### src/rtl/e203_soc_pad_top.sv
`default_nettype none
// e203_soc_pad_top: pad-level shell of the E203 SoC -- reset/strap handling,
// input synchronisers, RTC tick, always-on PMU and pad pass-through muxing.
module e203_soc_pad_top #(
  parameter int          GPIO_W    = 32,
  parameter int          SYNC_STG  = 2,
  parameter logic [31:0] ROM_BOOT  = 32'h0000_1000,
  parameter logic [31:0] ITCM_BOOT = 32'h8000_0000
) (
  input  logic              hfclk,
  input  logic              rst_n,
  input  logic              lfextclk,
  output logic              hfxoscen,
  output logic              lfxoscen,
  input  logic              io_pads_jtag_TCK_i_ival,
  input  logic              io_pads_jtag_TMS_i_ival,
  input  logic              io_pads_jtag_TDI_i_ival,
  output logic              io_pads_jtag_TDO_o_oval,
  output logic              io_pads_jtag_TDO_o_oe,
  input  logic [GPIO_W-1:0] io_pads_gpioA_i_ival,
  output logic [GPIO_W-1:0] io_pads_gpioA_o_oval,
  output logic [GPIO_W-1:0] io_pads_gpioA_o_oe,
  input  logic [GPIO_W-1:0] io_pads_gpioB_i_ival,
  output logic [GPIO_W-1:0] io_pads_gpioB_o_oval,
  output logic [GPIO_W-1:0] io_pads_gpioB_o_oe,
  output logic              io_pads_qspi0_sck_o_oval,
  output logic              io_pads_qspi0_cs_0_o_oval,
  input  logic              io_pads_qspi0_dq_0_i_ival,
  output logic              io_pads_qspi0_dq_0_o_oval,
  output logic              io_pads_qspi0_dq_0_o_oe,
  input  logic              io_pads_qspi0_dq_1_i_ival,
  output logic              io_pads_qspi0_dq_1_o_oval,
  output logic              io_pads_qspi0_dq_1_o_oe,
  input  logic              io_pads_qspi0_dq_2_i_ival,
  output logic              io_pads_qspi0_dq_2_o_oval,
  output logic              io_pads_qspi0_dq_2_o_oe,
  input  logic              io_pads_qspi0_dq_3_i_ival,
  output logic              io_pads_qspi0_dq_3_o_oval,
  output logic              io_pads_qspi0_dq_3_o_oe,
  input  logic              io_pads_aon_pmu_dwakeup_n_i_ival,
  output logic              io_pads_aon_pmu_vddpaden_o_oval,
  output logic              io_pads_aon_pmu_padrst_o_oval,
  input  logic              io_pads_bootrom_n_i_ival,
  input  logic              io_pads_dbgmode0_n_i_ival,
  input  logic              io_pads_dbgmode1_n_i_ival,
  input  logic              io_pads_dbgmode2_n_i_ival,
  output logic              core_rst_n,
  output logic [31:0]       core_boot_addr,
  output logic [2:0]        core_dbg_mode,
  output logic              core_rtc_tick,
  output logic              core_jtag_tck,
  output logic              core_jtag_tms,
  output logic              core_jtag_tdi,
  input  logic              core_jtag_tdo,
  input  logic              core_jtag_tdo_oe,
  output logic [GPIO_W-1:0] core_gpioA_in,
  input  logic [GPIO_W-1:0] core_gpioA_out,
  input  logic [GPIO_W-1:0] core_gpioA_oe,
  output logic [GPIO_W-1:0] core_gpioB_in,
  input  logic [GPIO_W-1:0] core_gpioB_out,
  input  logic [GPIO_W-1:0] core_gpioB_oe,
  input  logic              core_qspi_sck,
  input  logic              core_qspi_cs,
  input  logic [3:0]        core_qspi_dq_out,
  input  logic [3:0]        core_qspi_dq_oe,
  output logic [3:0]        core_qspi_dq_in,
  input  logic              core_sleep_req
);

  typedef enum logic [1:0] {
    PMU_RUN   = 2'd0,
    PMU_SLEEP = 2'd1,
    PMU_WAKE  = 2'd2
  } pmu_state_e;

  localparam int SW = 2 * GPIO_W + 6;

  pmu_state_e                  pmu_q, pmu_d;
  logic [SYNC_STG-1:0]         rst_sync_q;
  logic                        rst_clr;
  logic                        rst_rise;
  logic                        strap_done_q;
  logic [31:0]                 boot_addr_q;
  logic [2:0]                  dbg_mode_q;
  logic [SYNC_STG-1:0][SW-1:0] in_sync_q;
  logic [SW-1:0]               sync_in;
  logic [SW-1:0]               sync_out;
  logic                        lf_sync;
  logic                        lf_dly_q;
  logic                        wake_req;

  // Wake is synchronised active-high so that the reset value 0 means "no wake".
  assign sync_in = {~io_pads_aon_pmu_dwakeup_n_i_ival, lfextclk,
                    io_pads_qspi0_dq_3_i_ival, io_pads_qspi0_dq_2_i_ival,
                    io_pads_qspi0_dq_1_i_ival, io_pads_qspi0_dq_0_i_ival,
                    io_pads_gpioB_i_ival, io_pads_gpioA_i_ival};

  always_ff @(posedge hfclk or negedge rst_n) begin
    if (!rst_n) begin
      in_sync_q <= '0;
      lf_dly_q  <= 1'b0;
    end else begin
      in_sync_q <= {in_sync_q[SYNC_STG-2:0], sync_in};
      lf_dly_q  <= lf_sync;
    end
  end

  assign sync_out        = in_sync_q[SYNC_STG-1];
  assign core_gpioA_in   = sync_out[GPIO_W-1:0];
  assign core_gpioB_in   = sync_out[2*GPIO_W-1:GPIO_W];
  assign core_qspi_dq_in = sync_out[2*GPIO_W+3:2*GPIO_W];
  assign lf_sync         = sync_out[2*GPIO_W+4];
  assign wake_req        = sync_out[2*GPIO_W+5];
  assign core_rtc_tick   = lf_sync & ~lf_dly_q;

  // The reset synchroniser is held clear while sleeping (and on the entry edge),
  // so leaving SLEEP replays a full SYNC_STG-cycle release.
  assign rst_clr  = (pmu_q == PMU_SLEEP) || (pmu_d == PMU_SLEEP);
  assign rst_rise = rst_sync_q[SYNC_STG-2] & ~rst_sync_q[SYNC_STG-1] & ~rst_clr;

  always_ff @(posedge hfclk or negedge rst_n) begin
    if (!rst_n) begin
      rst_sync_q <= '0;
    end else if (rst_clr) begin
      rst_sync_q <= '0;
    end else begin
      rst_sync_q <= {rst_sync_q[SYNC_STG-2:0], 1'b1};
    end
  end

  assign core_rst_n = rst_sync_q[SYNC_STG-1];

  // Straps are captured once per pad reset, on the first core reset release.
  always_ff @(posedge hfclk or negedge rst_n) begin
    if (!rst_n) begin
      strap_done_q <= 1'b0;
      boot_addr_q  <= ROM_BOOT;
      dbg_mode_q   <= 3'b000;
    end else if (rst_rise && !strap_done_q) begin
      strap_done_q <= 1'b1;
      boot_addr_q  <= io_pads_bootrom_n_i_ival ? ITCM_BOOT : ROM_BOOT;
      dbg_mode_q   <= ~{io_pads_dbgmode2_n_i_ival, io_pads_dbgmode1_n_i_ival,
                        io_pads_dbgmode0_n_i_ival};
    end
  end

  assign core_boot_addr = boot_addr_q;
  assign core_dbg_mode  = dbg_mode_q;

  always_ff @(posedge hfclk or negedge rst_n) begin
    if (!rst_n) begin
      pmu_q <= PMU_RUN;
    end else begin
      pmu_q <= pmu_d;
    end
  end

  always_comb begin
    pmu_d                           = pmu_q;
    io_pads_aon_pmu_vddpaden_o_oval = 1'b1;
    io_pads_aon_pmu_padrst_o_oval   = 1'b1;
    hfxoscen                        = 1'b1;
    case (pmu_q)
      PMU_RUN: begin
        io_pads_aon_pmu_padrst_o_oval = ~core_rst_n;
        if (core_sleep_req) pmu_d = PMU_SLEEP;
      end
      PMU_SLEEP: begin
        io_pads_aon_pmu_vddpaden_o_oval = 1'b0;
        hfxoscen                        = 1'b0;
        if (wake_req) pmu_d = PMU_WAKE;
      end
      PMU_WAKE: begin
        if (rst_sync_q[SYNC_STG-2]) pmu_d = PMU_RUN;
      end
      default: pmu_d = PMU_RUN;
    endcase
  end

  assign lfxoscen = 1'b1;

  assign core_jtag_tck           = io_pads_jtag_TCK_i_ival;
  assign core_jtag_tms           = io_pads_jtag_TMS_i_ival;
  assign core_jtag_tdi           = io_pads_jtag_TDI_i_ival;
  assign io_pads_jtag_TDO_o_oval = core_jtag_tdo;
  assign io_pads_jtag_TDO_o_oe   = core_jtag_tdo_oe;

  assign io_pads_gpioA_o_oval = core_gpioA_out;
  assign io_pads_gpioA_o_oe   = core_gpioA_oe;
  assign io_pads_gpioB_o_oval = core_gpioB_out;
  assign io_pads_gpioB_o_oe   = core_gpioB_oe;

  assign io_pads_qspi0_sck_o_oval  = core_qspi_sck;
  assign io_pads_qspi0_cs_0_o_oval = core_qspi_cs;
  assign io_pads_qspi0_dq_0_o_oval = core_qspi_dq_out[0];
  assign io_pads_qspi0_dq_1_o_oval = core_qspi_dq_out[1];
  assign io_pads_qspi0_dq_2_o_oval = core_qspi_dq_out[2];
  assign io_pads_qspi0_dq_3_o_oval = core_qspi_dq_out[3];
  assign io_pads_qspi0_dq_0_o_oe   = core_qspi_dq_oe[0];
  assign io_pads_qspi0_dq_1_o_oe   = core_qspi_dq_oe[1];
  assign io_pads_qspi0_dq_2_o_oe   = core_qspi_dq_oe[2];
  assign io_pads_qspi0_dq_3_o_oe   = core_qspi_dq_oe[3];

endmodule
`default_nettype wire

### config.mk
export PLATFORM = sky130hd
export DESIGN_NAME = e203_soc_pad_top
export DESIGN_NICKNAME = d
export VERILOG_FILES = /design/src/rtl/e203_soc_pad_top.sv
export SDC_FILE = /design/constraint.sdc
export NUM_CORES = 1
export LEC_CHECK = 0
export ABC_AREA = 1
export CAP_MARGIN = 20
export CORE_AREA = 2 2 182 184
export DETAILED_ROUTE_END_ITERATION = 8
export DIE_AREA = 0 0 184 186
export MAX_ROUTING_LAYER = met4
export PLACE_DENSITY = 0.55
export SETUP_SLACK_MARGIN = 0.15
export SLEW_MARGIN = 20
export SYNTH_ARGS = -nofsm -noshare
export SYNTH_HDL_FRONTEND = slang
export SYNTH_SLANG_ARGS = --single-unit
### constraint.sdc
create_clock -name hfclk -period 1.26 [get_ports hfclk]
set_clock_uncertainty 0.15 [all_clocks]
set_input_delay 0.252 -clock hfclk [delete_from_list [all_inputs] [get_ports hfclk]]
set_output_delay 0.252 -clock hfclk [all_outputs]
set_load 0.1 [all_outputs]
==> out/qor.csv <==
stage,metric,value,unit
outcome,status,"complete, but fails checks",
outcome,violations,setup timing,
clocking,cts_buffer_depth,2,
hold_path,hold_class,primary input to flop,
drt,viasPerCell,2.98,
die,start_util,18.0,%
clocking,cts_tree,done,
critical_path,path_buf_inv,1,
critical_path,crit_fanout,3,
grt,grt_pass1_wl,21100,um
timing,fmax,601,MHz
finish,syn2layout_area_growth,35.7,%
clocking,clk_latency,0.42,ns
drt,wl_met2,7990,um
critical_path,path_cells,"nor2_4, nand2_4, buf_12",
placed_design,placed_area,0.00712,sq mm
critical_path,max_stage_delay,0.46,ns
timing,rsz0062_at_grt,yes,
synth,synth.most_common_cell,buf_4,
drt,dr_total_vias,2499,
drt,top_layer,met4,
synth,async_flop_share,100,%
synth,synthTopCellsByCount,"buf_4, dfrtp_1, nand2_1, inv_1, nand4_1",
drt,finalWirelength,15800,um
timing,finalSetupTns,-12.94,ns
synth,synth-warning-count,0,
die,die_width,184,um
finish,fill_cells,3272,
clocking,numCtsBuffers,17,
placed_design,place_ws,-0.231,ns
drt,first_pass_iters,4,
critical_path,r2r_slack,-0.23,ns
synth,avgSynthCellArea,13.4,sq um
synth,synthCells,434,
power,p_per_area,1810,mW/mm^2
flow_run,maxCapViolCount,0,
drt,wl_per_cell,18.9,um
timing,setup_ws,-0.403,ns
grt,grtUsageTotal,9.54,%
finish,post_route_cells_drive_above_1_share,35.7,%
critical_path,cpLargestDelayFamily,flip-flops,
grt,grt_pass1_vias,2816,
synth,synth_top_cell_area_share,64.8,%
critical_path,start_kind,flop,
clocking,clockRootBuffer,clkbuf_16,
clocking,clock_sinks,151,
synth,synth_edf_count,0,
clocking,htreeDepth,4,
synth,ys_ff_latch,151,
timing,post-route-period-util,132,%
placed_design,port_buffers,154,
critical_path,required,0.86,ns
critical_path,critPathSlowestCell,dfrtp_2,
die,die_h,186,um
power,p_leak,0.00344,uW
clocking,path_clk_slew,0.06,ns
finish,seqCellArea,0.00379,sq mm
die,die_area,0.0342,sq mm
finish,multiInputGateArea,340,sq um
synth,ys.flop_type,dfrtp_1,
timing,setup_viol,87,
synth,yosys.area.top_type,dfrtp_1,
drt,route.met3.wl,3450,um
grt,grt_max_degree,39,
timing,slew_viol_final,0,
die,core_region_area,0.0322,sq mm
finish,fin_nets,635,
synth,synth_area_leaders,"dfrtp_1, buf_4, nand2_1",
critical_path,cp.arrival,1.26,ns
synth,seq_area_frac_synth,65.2,%
drt,drcViolationCount,0,
timing,whs,0.117,ns
finish,stdcell_area,0.00786,sq mm
grt,antenna_found_initial,2,
placed_design,gp_congestion,0.736,
timing,fin_crit,1.66,ns
die,num_rows,66,
timing,hold_violations,0,
drt,drt_iter0_markers,74,
synth,synth_cell_types,14,
critical_path,crit_type,flop to output port,
power,ir_drop,1.13,mV
grt,grt-ovfl-total,0,
critical_path,end_kind,output port,
drt,drt-met1-wl,3750,um
placed_design,dp_hpwl,13300,um
die,io_pins,472,
synth,syn-cell-area,0.00579,sq mm
drt,antenna_left,0,
-- metal layers --
metal  GRT usage [%]  up-vias
met5               -        -
met4            5.41        0
met3            8.80       40
met2            15.6      278
met1            6.70     1165
li1                -     1016
-- path summary, 6_finish.rpt --
| kind | startpoint | end | cells after the start |
|---|---|---|---|
| setup / recovery | pmu_q[0] | io_pads_aon_pmu_padrst_o_oval | 3 |
| hold / removal | io_pads_gpioB_i_ival[6] | in_sync_q[38] | 1 |
| setup reg to reg | pmu_q[0] | core_dbg_mode[1] | 6 |
| hold reg to reg | in_sync_q[50] | sync_out[50] | 0 |
| max in group asynchronous | rst_n | rst_sync_q[1] | 3 |
| min in group asynchronous | rst_n | in_sync_q[2] | 2 |
-- cells by family (layout without fill, tap and decap cells) --
group / count (synthesis) / after routing / synth area share [%]
AOI/OAI and AO/OA: 3 / 3 / 0.497
other: 2 / 33 / 0.130
buffers and inverters: 253 / 218 / 32.1
DFF: 151 / 151 / 65.2
and+or+nand+nor: 25 / 25 / 2.01
-- through the flow --
| step | cells | utilization [%] | total power (uW) |
|---|---|---|---|
| floorplan | 463 | - | 9760 |
| global placement | 797 | 22.1 | 8730 |
| detailed placement | 797 | 22.1 | 8770 |
| CTS | 834 | 24.3 | 14400 |
| global route | 838 | 24.4 | 14800 |
| finish | 838 | 24.4 | 14200 |
-- cells in the final DEF (no fill, tap or decap), drive strengths merged --
| cell | Yosys | layout |
|---|---|---|
| conb | 2 | 31 |
| clkdlybuf4s50 | 0 | 75 |
| dfrtp | 150 | 150 |
| buf | 243 | 100 |
| diode | 0 | 2 |
| bufinv | 0 | 3 |
| clkinv | 0 | 1 |
| nand4 | 5 | 5 |
| nand2 | 15 | 15 |
| nor2 | 3 | 3 |
| inv | 10 | 14 |
| nand3 | 2 | 2 |
| dlygate4sd3 | 0 | 1 |
| dfstp | 1 | 1 |
| clkinvlp | 0 | 4 |
| o31ai | 1 | 1 |
| clkbuf | 0 | 20 |
| o21ai | 2 | 2 |
-- final cells by class --
cell class	count	area share, %
tap	408	6.49
antenna	2	0.0637
inverter	10	0.509
sequential	151	48.3
clock inverter	12	2.12
clock buffer	20	5.81
timing repair buffer	176	32.4
multi-input combinational	59	4.33
-- power by group --
group | leakage, uW | total [uW] | switching [uW] | internal, uW
Clock | 0.000292 | 5290 | 2040 | 3260
Sequential | 0.00176 | 5390 | 237 | 5150
Combinational | 0.00139 | 3530 | 2260 | 1270
-- sequential cells by signal, summed over array words and instances, names as in the netlist --
signal          flops
rst_sync_q          2
in_sync_q          70
sync_out           70
pmu_q               2
core_dbg_mode       3
strap_done_q        1
lf_dly_q            1
core_boot_addr      2
-- what timing repair did --
action,in CTS,in global routing
setup endpoints to repair,87,88
resized for setup,9,7
setup buffers,4,2
hold endpoints to repair,151,0
hold buffers,1,0
pin swaps,1,7
-- worst reg2reg max path, delay by kind of cell (launching register included) --
| family | cells | cell delay (ns) |
|---|---|---|
| AOI/OAI and AO/OA | 1 | 0.22 |
| DFF | 1 | 0.46 |
| and+or+nand+nor | 3 | 0.28 |
| buffers and inverters | 2 | 0.27 |
Power figures use the tool's default switching activity.
